--- src/rtl/imem_stream_loader.sv ---
// imem_stream_loader
//   Boot-time loader that sits in front of the single-cycle core. It takes a
//   byte stream (2-byte little-endian word count N, then 4*N image bytes),
//   packs each group of four bytes into a little-endian instruction word and
//   writes the words into instruction memory from byte address 0. The core is
//   held in reset until a complete image has been written.
//
// Ports
//   clk          system clock, rising edge
//   rst          asynchronous active-high reset
//   start        one-cycle pulse that begins a load (ignored while busy)
//   in_valid     in_data carries a valid byte
//   in_data      stream byte
//   in_ready     loader can take a byte (decoded from state)
//   imem_we      instruction-memory write strobe, one cycle per word
//   imem_addr    byte address of the word being written
//   imem_wdata   assembled instruction word
//   cpu_rst      reset to the core, low only once an image has loaded
//   busy         a load is in progress
//   done         image loaded, core released
//   err          load aborted (oversize length or idle timeout)
//   words_loaded number of words written in the current or last load
module imem_stream_loader #(
  parameter int ADDR_LEN       = 32,
  parameter int INSTR_LEN      = 32,
  parameter int DEPTH_WORDS    = 256,
  parameter int TIMEOUT_CYCLES = 1024
) (
  input  logic                 clk,
  input  logic                 rst,
  input  logic                 start,
  input  logic                 in_valid,
  input  logic [7:0]           in_data,
  output logic                 in_ready,
  output logic                 imem_we,
  output logic [ADDR_LEN-1:0]  imem_addr,
  output logic [INSTR_LEN-1:0] imem_wdata,
  output logic                 cpu_rst,
  output logic                 busy,
  output logic                 done,
  output logic                 err,
  output logic [15:0]          words_loaded
);

  typedef enum logic [2:0] {
    IDLE, LEN_LO, LEN_HI, DATA, WRITE, DONE, ERROR
  } state_t;

  localparam int TW = (TIMEOUT_CYCLES > 2) ? $clog2(TIMEOUT_CYCLES) : 1;
  localparam logic [TW-1:0] TLIM = TW'(TIMEOUT_CYCLES - 1);

  state_t        state;
  logic [15:0]   len;
  logic [1:0]    byte_idx;
  logic [TW-1:0] idle_cnt;
  logic          xfer;
  logic          timeout_hit;
  logic [15:0]   len_next;

  // The only unregistered output: ready is a pure decode of the receiving states.
  assign in_ready    = (state == LEN_LO) || (state == LEN_HI) || (state == DATA);
  assign xfer        = in_valid && in_ready;
  // The final idle cycle before the limit aborts the load instead of counting.
  assign timeout_hit = in_ready && !xfer && (idle_cnt == TLIM);
  assign len_next    = {in_data, len[7:0]};

  // words_loaded doubles as the word index, so the write address is simply
  // words_loaded*4 and the completion test compares it against N.
  always_ff @(posedge clk or posedge rst) begin
    if (rst) begin
      state        <= IDLE;
      imem_we      <= 1'b0;
      imem_addr    <= '0;
      imem_wdata   <= '0;
      cpu_rst      <= 1'b1;
      busy         <= 1'b0;
      done         <= 1'b0;
      err          <= 1'b0;
      words_loaded <= '0;
      len          <= '0;
      byte_idx     <= '0;
      idle_cnt     <= '0;
    end else begin
      imem_we <= 1'b0;

      if (in_ready) begin
        idle_cnt <= xfer ? '0 : idle_cnt + 1'b1;
      end

      if (timeout_hit) begin
        state <= ERROR;
        busy  <= 1'b0;
        err   <= 1'b1;
      end else begin
        case (state)
          IDLE, DONE, ERROR: begin
            if (start) begin
              state        <= LEN_LO;
              busy         <= 1'b1;
              done         <= 1'b0;
              err          <= 1'b0;
              cpu_rst      <= 1'b1;
              words_loaded <= '0;
              byte_idx     <= '0;
              idle_cnt     <= '0;
            end
          end
          LEN_LO: begin
            if (xfer) begin
              len[7:0] <= in_data;
              state    <= LEN_HI;
            end
          end
          LEN_HI: begin
            if (xfer) begin
              len[15:8] <= in_data;
              if (len_next == 16'd0) begin
                state   <= DONE;
                busy    <= 1'b0;
                done    <= 1'b1;
                cpu_rst <= 1'b0;
              end else if (len_next > 16'(DEPTH_WORDS)) begin
                state <= ERROR;
                busy  <= 1'b0;
                err   <= 1'b1;
              end else begin
                state <= DATA;
              end
            end
          end
          DATA: begin
            if (xfer) begin
              imem_wdata[{byte_idx, 3'b000} +: 8] <= in_data;
              byte_idx <= byte_idx + 2'd1;
              if (byte_idx == 2'd3) begin
                state     <= WRITE;
                imem_we   <= 1'b1;
                imem_addr <= ADDR_LEN'({words_loaded, 2'b00});
              end
            end
          end
          WRITE: begin
            words_loaded <= words_loaded + 16'd1;
            if (words_loaded + 16'd1 == len) begin
              state   <= DONE;
              busy    <= 1'b0;
              done    <= 1'b1;
              cpu_rst <= 1'b0;
            end else begin
              state <= DATA;
            end
          end
          default: state <= IDLE;
        endcase
      end
    end
  end

endmodule

--- config.mk ---
export PLATFORM = sky130hd
export DESIGN_NAME = imem_stream_loader
export DESIGN_NICKNAME = d
export VERILOG_FILES = /design/src/rtl/imem_stream_loader.sv
export SDC_FILE = /design/constraint.sdc
export NUM_CORES = 1
export LEC_CHECK = 0
export ABC_AREA = 0
export CORE_MARGIN = 2
export CORE_UTILIZATION = 37
export DETAILED_ROUTE_END_ITERATION = 8
export GPL_ROUTABILITY_DRIVEN = 0
export PLACE_DENSITY = 0.67
export RECOVER_POWER = 100
export SYNTH_ARGS = -nofsm -noshare
export SYNTH_HDL_FRONTEND = slang
export SYNTH_SLANG_ARGS = --single-unit
--- constraint.sdc ---
create_clock -name clk -period 3.3 [get_ports clk]
set_input_delay 0.66 -clock clk [delete_from_list [all_inputs] [get_ports clk]]
set_output_delay 0.66 -clock clk [all_outputs]
set_load 0.05 [all_outputs]
==> results.yml, run 1 <==
grt:
  grt_max_degree: 56
  antenna_found_initial: 0
  grtUsageTotal_pct: 17.7
  first_global_vias: 3998
  grt_first_pass_wirelength_um: 20600
  grt_overflow: 0
outcome:
  violations: "max-capacitance violations, max-slew violations"
  status: "finished with violations"
drt:
  via_count: 4050
  drt_iter0_markers: 236
  wl_met1_um: 5650
  top_layer: "met4"
  drc: 0
  ant_nets: 0
  dr_wl_met2_um: 6010
  wl_per_cell_um: 15.9
  drt_first_pass_iters: 4
  avgViaCountPerCell: 5.21
  met3_length_um: 527
  routed_wl_um: 12400
clocking:
  cts_setup_buffers: 0
  clock_path_buffers: 2
  post_cts_resized: 0
  clkSinkCount: 100
  cts_tree: "built"
  clkTransAtPathRegs_ns: 0.07
  numCtsBuffers: 9
  hold_buffers: 0
  worst_skew_pair.late_latency_ns: 0.35
  root_buffer: "clkbuf_16"
  htree_num_levels: 3
critical_path:
  crit_type: "flip-flop to output port"
  cp_slowest_cell: "dlygate4sd3_1"
  crit_path_end_kind: "output port"
  start_kind: "flip-flop"
  cpPeakStageDelay_ns: 0.93
  crit_buf_inv: 1
  cp_top_family: "buffers and inverters"
  path_cells: "o21ba_1, dlygate4sd3_1"
  arrival_ns: 2.26
  startpoint: "state[2]"
  required_ns: 2.64
  crit_fanout: 13
  rr_startpoint: "words_loaded[0]"
logic_synthesis:
  seq_area_frac_synth_pct: 48.5
  syn_inst: 521
  synth_top_area_cell: "dfrtp_1"
  avgSynthCellArea_um2: 9.92
  synth_edf_count: 0
  synth_top_area_share_pct: 48.0
  synth.ff_latch_count: 100
  synthTopCellsByArea: "dfrtp_1 (48%), nand2_1 (6.9%), mux2_2 (6.8%)"
  synth_area_mm2: 0.00517
  yosys_most_used_dff: "dfrtp_1"
  ys_warn_count: 0
  synthArstFlopShare_pct: 100
  yosysUniqueCellTypes: 60
sta:
  drv_slew: 46
  finalCritPeriodShare_pct: 88.5
  relSlewSlack_pct: -22.9
  worst_pin_slew_ns: 1.84
  period_minus_slack_ns: 2.92
  setup_viol: 0
  final.setup.tns_ns: 0
  rsz0062_at_grt: "no"
  fmax_mhz: 342
  finalClockSkew_ns: 0.00748
  hold_violations: 0
die:
  chipHeight_um: 122
  core-area_mm2: 0.0138
  ioPinCount: 98
  dieArea_mm2: 0.0149
  die_w_um: 122
  start_util_pct: 37.5
  rows: 43
layout:
  drive_above_1_share_pct: 11.0
  n_antenna_cell: 0
  final_cells: 778
  layout.nets: 612
  fillCellCount: 1305
  syn2layout_area_growth_pct: 23.1
min_path:
  hold_class: "flip-flop to flip-flop"
  min_from: "imem_wdata[1]"
power:
  switching_share_pct: 39.7
  p_int_mw: 2.81
  switching_power_mw: 1.85
  clkPwrFrac_pct: 24.8
  ir_worst_vdd_mv: 0.328
  finalPower_mw: 4.66
  leakage_nw: 2.92
  combPwrFrac_pct: 37.9
  p_per_area_mw_per_mm2: 733
  seqPwrFrac_pct: 37.3
placed_design:
  dpl.hpwl_um: 8700
  io_buffers: 81
  dp_cells: 762
job:
  max-cap-violations: 1
==> layout make-up <==
type                            instances  area [um2]  area share, %
Multi-Input combinational cell        381        2380           37.5
Tap cell                              180         225           3.54
Sequential cell                       100        2500           39.4
Timing Repair Buffer                   88         872           13.7
Inverter                               13        48.8          0.767
Clock inverter                          6        95.1           1.50
Clock buffer                           10         229           3.60
==> sequential cells by signal, summed over array words and instances (netlist names) <==
name,flops
state,3
len,16
imem_we,1
busy,1
cpu_rst,1
byte_idx,2
idle_cnt,10
words_loaded,16
imem_addr,16
done,1
err,1
imem_wdata,32
==> stage by stage <==
step,hold WS [ns],utilization (%),setup slack (ns),instance area [um2]
final,0.479,46.2,0.380,6360
after detailed placement,0.474,43.9,0.394,6050
after floorplan,0.497,-,0.0229,5220
after global placement,0.464,43.9,0.558,6050
after global routing,0.508,46.2,0.227,6360
after CTS,0.489,46.3,0.512,6370
==> worst paths after layout <==
path                                   end  slack (ns)  cells past startpoint
min in group asynchronous      idle_cnt[2]        1.35                      2
hold reg to reg              imem_wdata[1]        0.48                      2
hold / removal               imem_wdata[1]        0.48                      2
setup reg to reg                  state[1]        0.39                      7
setup / recovery                  in_ready        0.38                      2
max in group asynchronous  words_loaded[3]        0.89                      2
==> tightest hold or removal path: cells and delay by family (launching register included) <==
kind | cells | cell delay, ns
AND/OR/NAND/NOR | 1 | 0.04
AO/OA/AOI/OAI | 1 | 0.06
flip-flops | 1 | 0.34
==> cell usage in the layout (no fill, tap or decap), drive strengths merged, types with 7 or more instances in the layout <==
master	synthesis	layout
nor2	28	28
clkdlybuf4s50	0	7
a31oi	7	7
nand4	7	7
xnor2	17	17
o31ai	8	8
nand2	95	95
dlygate4sd3	0	74
clkbuf	13	11
nand3	10	10
nor4	7	7
xor2	12	12
conb	1	16
nor3	10	10
o21ai	65	65
inv	13	16
mux2	31	31
dfrtp	99	99
ha	7	7
==> power by group through the flow <==
stage	Clock, mW	Sequential, mW	Combinational, mW
after floorplan	0	1.99	1.09
after global placement	0	1.75	1.77
after detailed placement	0	1.76	1.81
after CTS	1.19	1.74	1.82
after global routing	1.24	1.77	1.94
final	1.16	1.74	1.77
==> metal layers <==
layer	up-vias	global-route usage, %
met3	19	5.01
met2	89	28.2
li1	1940	-
met1	2002	23.7
met5	-	0
met4	0	4.81
==> cells by family (layout without fill, tap and decap cells) <==
group	Yosys count	count (layout)	share of synthesized area, %
multiplexers	34	34	7.34
AO/OA/AOI/OAI	113	113	13.4
XOR/XNOR	29	29	4.92
flip-flops	100	100	48.5
buffers and inverters	55	117	6.27
adder cells (fa/ha/maj)	7	7	1.70
other	1	16	0.0726
AND/OR/NAND/NOR	182	182	17.8
==> synthesized netlist by cell type (all sizes together) (8+ instances only) <==
library cell	instances
nor2	28
nand3	10
nand2	95
buf	29
nor3	10
o31ai	8
xor2	12
xnor2	17
dfrtp	99
clkbuf	13
o21ai	65
inv	13
mux2	31
(Power assumes the default switching activity.)
==> run 2: changes to the inputs <==
==> constraint.sdc (replaced) <==
create_clock -name clk -period 3.3 [get_ports clk]
set_input_delay 0.66 -clock clk [delete_from_list [all_inputs] [get_ports clk]]
set_output_delay 0.66 -clock clk [all_outputs]
set_load 0.005 [all_outputs]
==> run 2 against run 1 <==
Net effect: the run still ends with max-capacitance violations, max-slew violations left; flip-flop and latch count did not move; critical path depth rose by 5; non-clock buffer count did not move; combinational power fell by 23%; final cell count did not move; wire length rose by 0.63%; critical endpoint is now state[1].
==> results.yml, run 2 (same netlist as run 1, synthesis figures left out) <==
outcome:
  status: "finished with violations"
  violations: "max-capacitance violations, max-slew violations"
grt:
  antenna_found_initial: 0
  grtUsageTotal_pct: 17.9
  grt_max_degree: 56
  grt_first_pass_wirelength_um: 20800
  first_global_vias: 3944
  grt_overflow: 0
die:
  core-area_mm2: 0.0138
  rows: 43
  ioPinCount: 98
  chipHeight_um: 122
  die_w_um: 122
  dieArea_mm2: 0.0149
  start_util_pct: 37.5
sta:
  drv_slew: 55
  finalCritPeriodShare_pct: 80.8
  setup_viol: 0
  finalClockSkew_ns: 0.00955
  hold_violations: 0
  period_minus_slack_ns: 2.67
  fmax_mhz: 375
  final.setup.tns_ns: 0
  timing.final.ws_setup_ns: 0.634
  rsz0062_at_grt: "no"
  relSlewSlack_pct: -43.7
  worst_pin_slew_ns: 2.15
layout:
  multi_input_area_mm2: 0.00239
  regMostFlops: "imem_wdata"
  fin_util_pct: 46.1
  fillCellCount: 1323
  largest_register_ff_count: 32
  n_antenna_cell: 0
  layout.nets: 612
  drive_above_1_share_pct: 11.2
  syn2layout_area_growth_pct: 23.0
  register_area_mm2: 0.00250
  layout_common_cells: "dfrtp_1 (99), nand2_1 (95), dlygate4sd3_1 (72)"
  layout_commonest_cell: "dfrtp_1"
critical_path:
  required_ns: 3.51
  crit_type: "flip-flop to flip-flop"
  crit_fanout: 18
  crit_end: "state[1]"
  r2r_end: "state[1]"
  startpoint: "words_loaded[0]"
  reg2reg_setup_slack_ns: 0.63
  rr_startpoint: "words_loaded[0]"
  crit_path_end_kind: "flip-flop"
  arrival_ns: 2.87
  r2r_cells: 7
  start_kind: "flip-flop"
clocking:
  clkSinkCount: 100
  htree_num_levels: 3
  worst_skew_pair.late_latency_ns: 0.35
  hold_buffers: 0
  numCtsBuffers: 9
  cts_setup_buffers: 0
  post_cts_resized: 0
  cts_tree: "built"
  root_buffer: "clkbuf_16"
  clkTransAtPathRegs_ns: 0.07
  clock_path_buffers: 2
drt:
  drt_iter0_markers: 206
  avgViaCountPerCell: 5.21
  routed_wl_um: 12500
  wl_per_cell_um: 16.0
  via_count: 4052
  drc: 0
  ant_nets: 0
  drt_first_pass_iters: 4
min_path:
  hold_class: "flip-flop to flip-flop"
power:
  ir_worst_vdd_mv: 0.259
  p_per_area_mw_per_mm2: 663
  leakage_nw: 2.91
placed_design:
  io_buffers: 81
  dp_slack_ns: 0.414
  dpl.hpwl_um: 8820
job:
  max-cap-violations: 1
-- run 2: through the flow --
stage          cells  power [mW]  instance area [um2]  hold slack [ns]
2_1_floorplan    536        2.68                 5220            0.473
3_3_place_gp     762        3.11                 6050            0.463
3_5_place_dp     762        3.17                 6050            0.469
4_1_cts          778        4.30                 6370            0.485
5_1_grt          778        4.50                 6350            0.504
6_report         778        4.21                 6350            0.472
-- run 2: worst min-delay path by stage --
| stage | from | to | slack (ns) | cells past startpoint |
|---|---|---|---|---|
| after global routing | imem_wdata[19] | imem_wdata[19] | 0.50 | 2 |
| after global placement | imem_wdata[18] | imem_wdata[18] | 0.46 | 2 |
| after CTS | imem_wdata[19] | imem_wdata[19] | 0.48 | 2 |
| after floorplan | imem_addr[14] | imem_addr[14] | 0.47 | 2 |
| after detailed placement | imem_wdata[19] | imem_wdata[19] | 0.47 | 2 |
| final | imem_wdata[19] | imem_wdata[19] | 0.47 | 2 |
-- run 2: cell type report --
cell class | count | share of cell area [%]
clock inverter | 6 | 1.20
tap | 180 | 3.55
clock buffer | 10 | 3.76
inverter | 13 | 0.768
multi-input combinational | 381 | 37.6
timing repair buffer | 88 | 13.7
sequential | 100 | 39.4
-- run 2: per-layer routing --
metal  up-vias  share of wire (%)  global-route usage [%]
li1       1936                  -                       -
met1      1989                 45                    24.7
met2       111                 48                    28.2
met3        16                4.6                    3.51
met4         0                2.1                    6.39
met5         -                  0                       0
-- run 2: worst max-delay path, stage by stage (launching register included) --
cell      delay (ns)
dfrtp_1         0.53
ha_1            0.35
nand3_2         0.35
nor4b_1         0.38
o211ai_1        0.14
a311oi_1        0.28
and4_1          0.36
o211ai_1        0.11
-- run 2: power by group --
group / total, mW / internal, mW / switching, mW
registers: 1.74 / 1.47 / 0.265
clock network: 1.12 / 0.624 / 0.498
logic: 1.36 / 0.661 / 0.696
total: 4.21 / 2.75 / 1.46
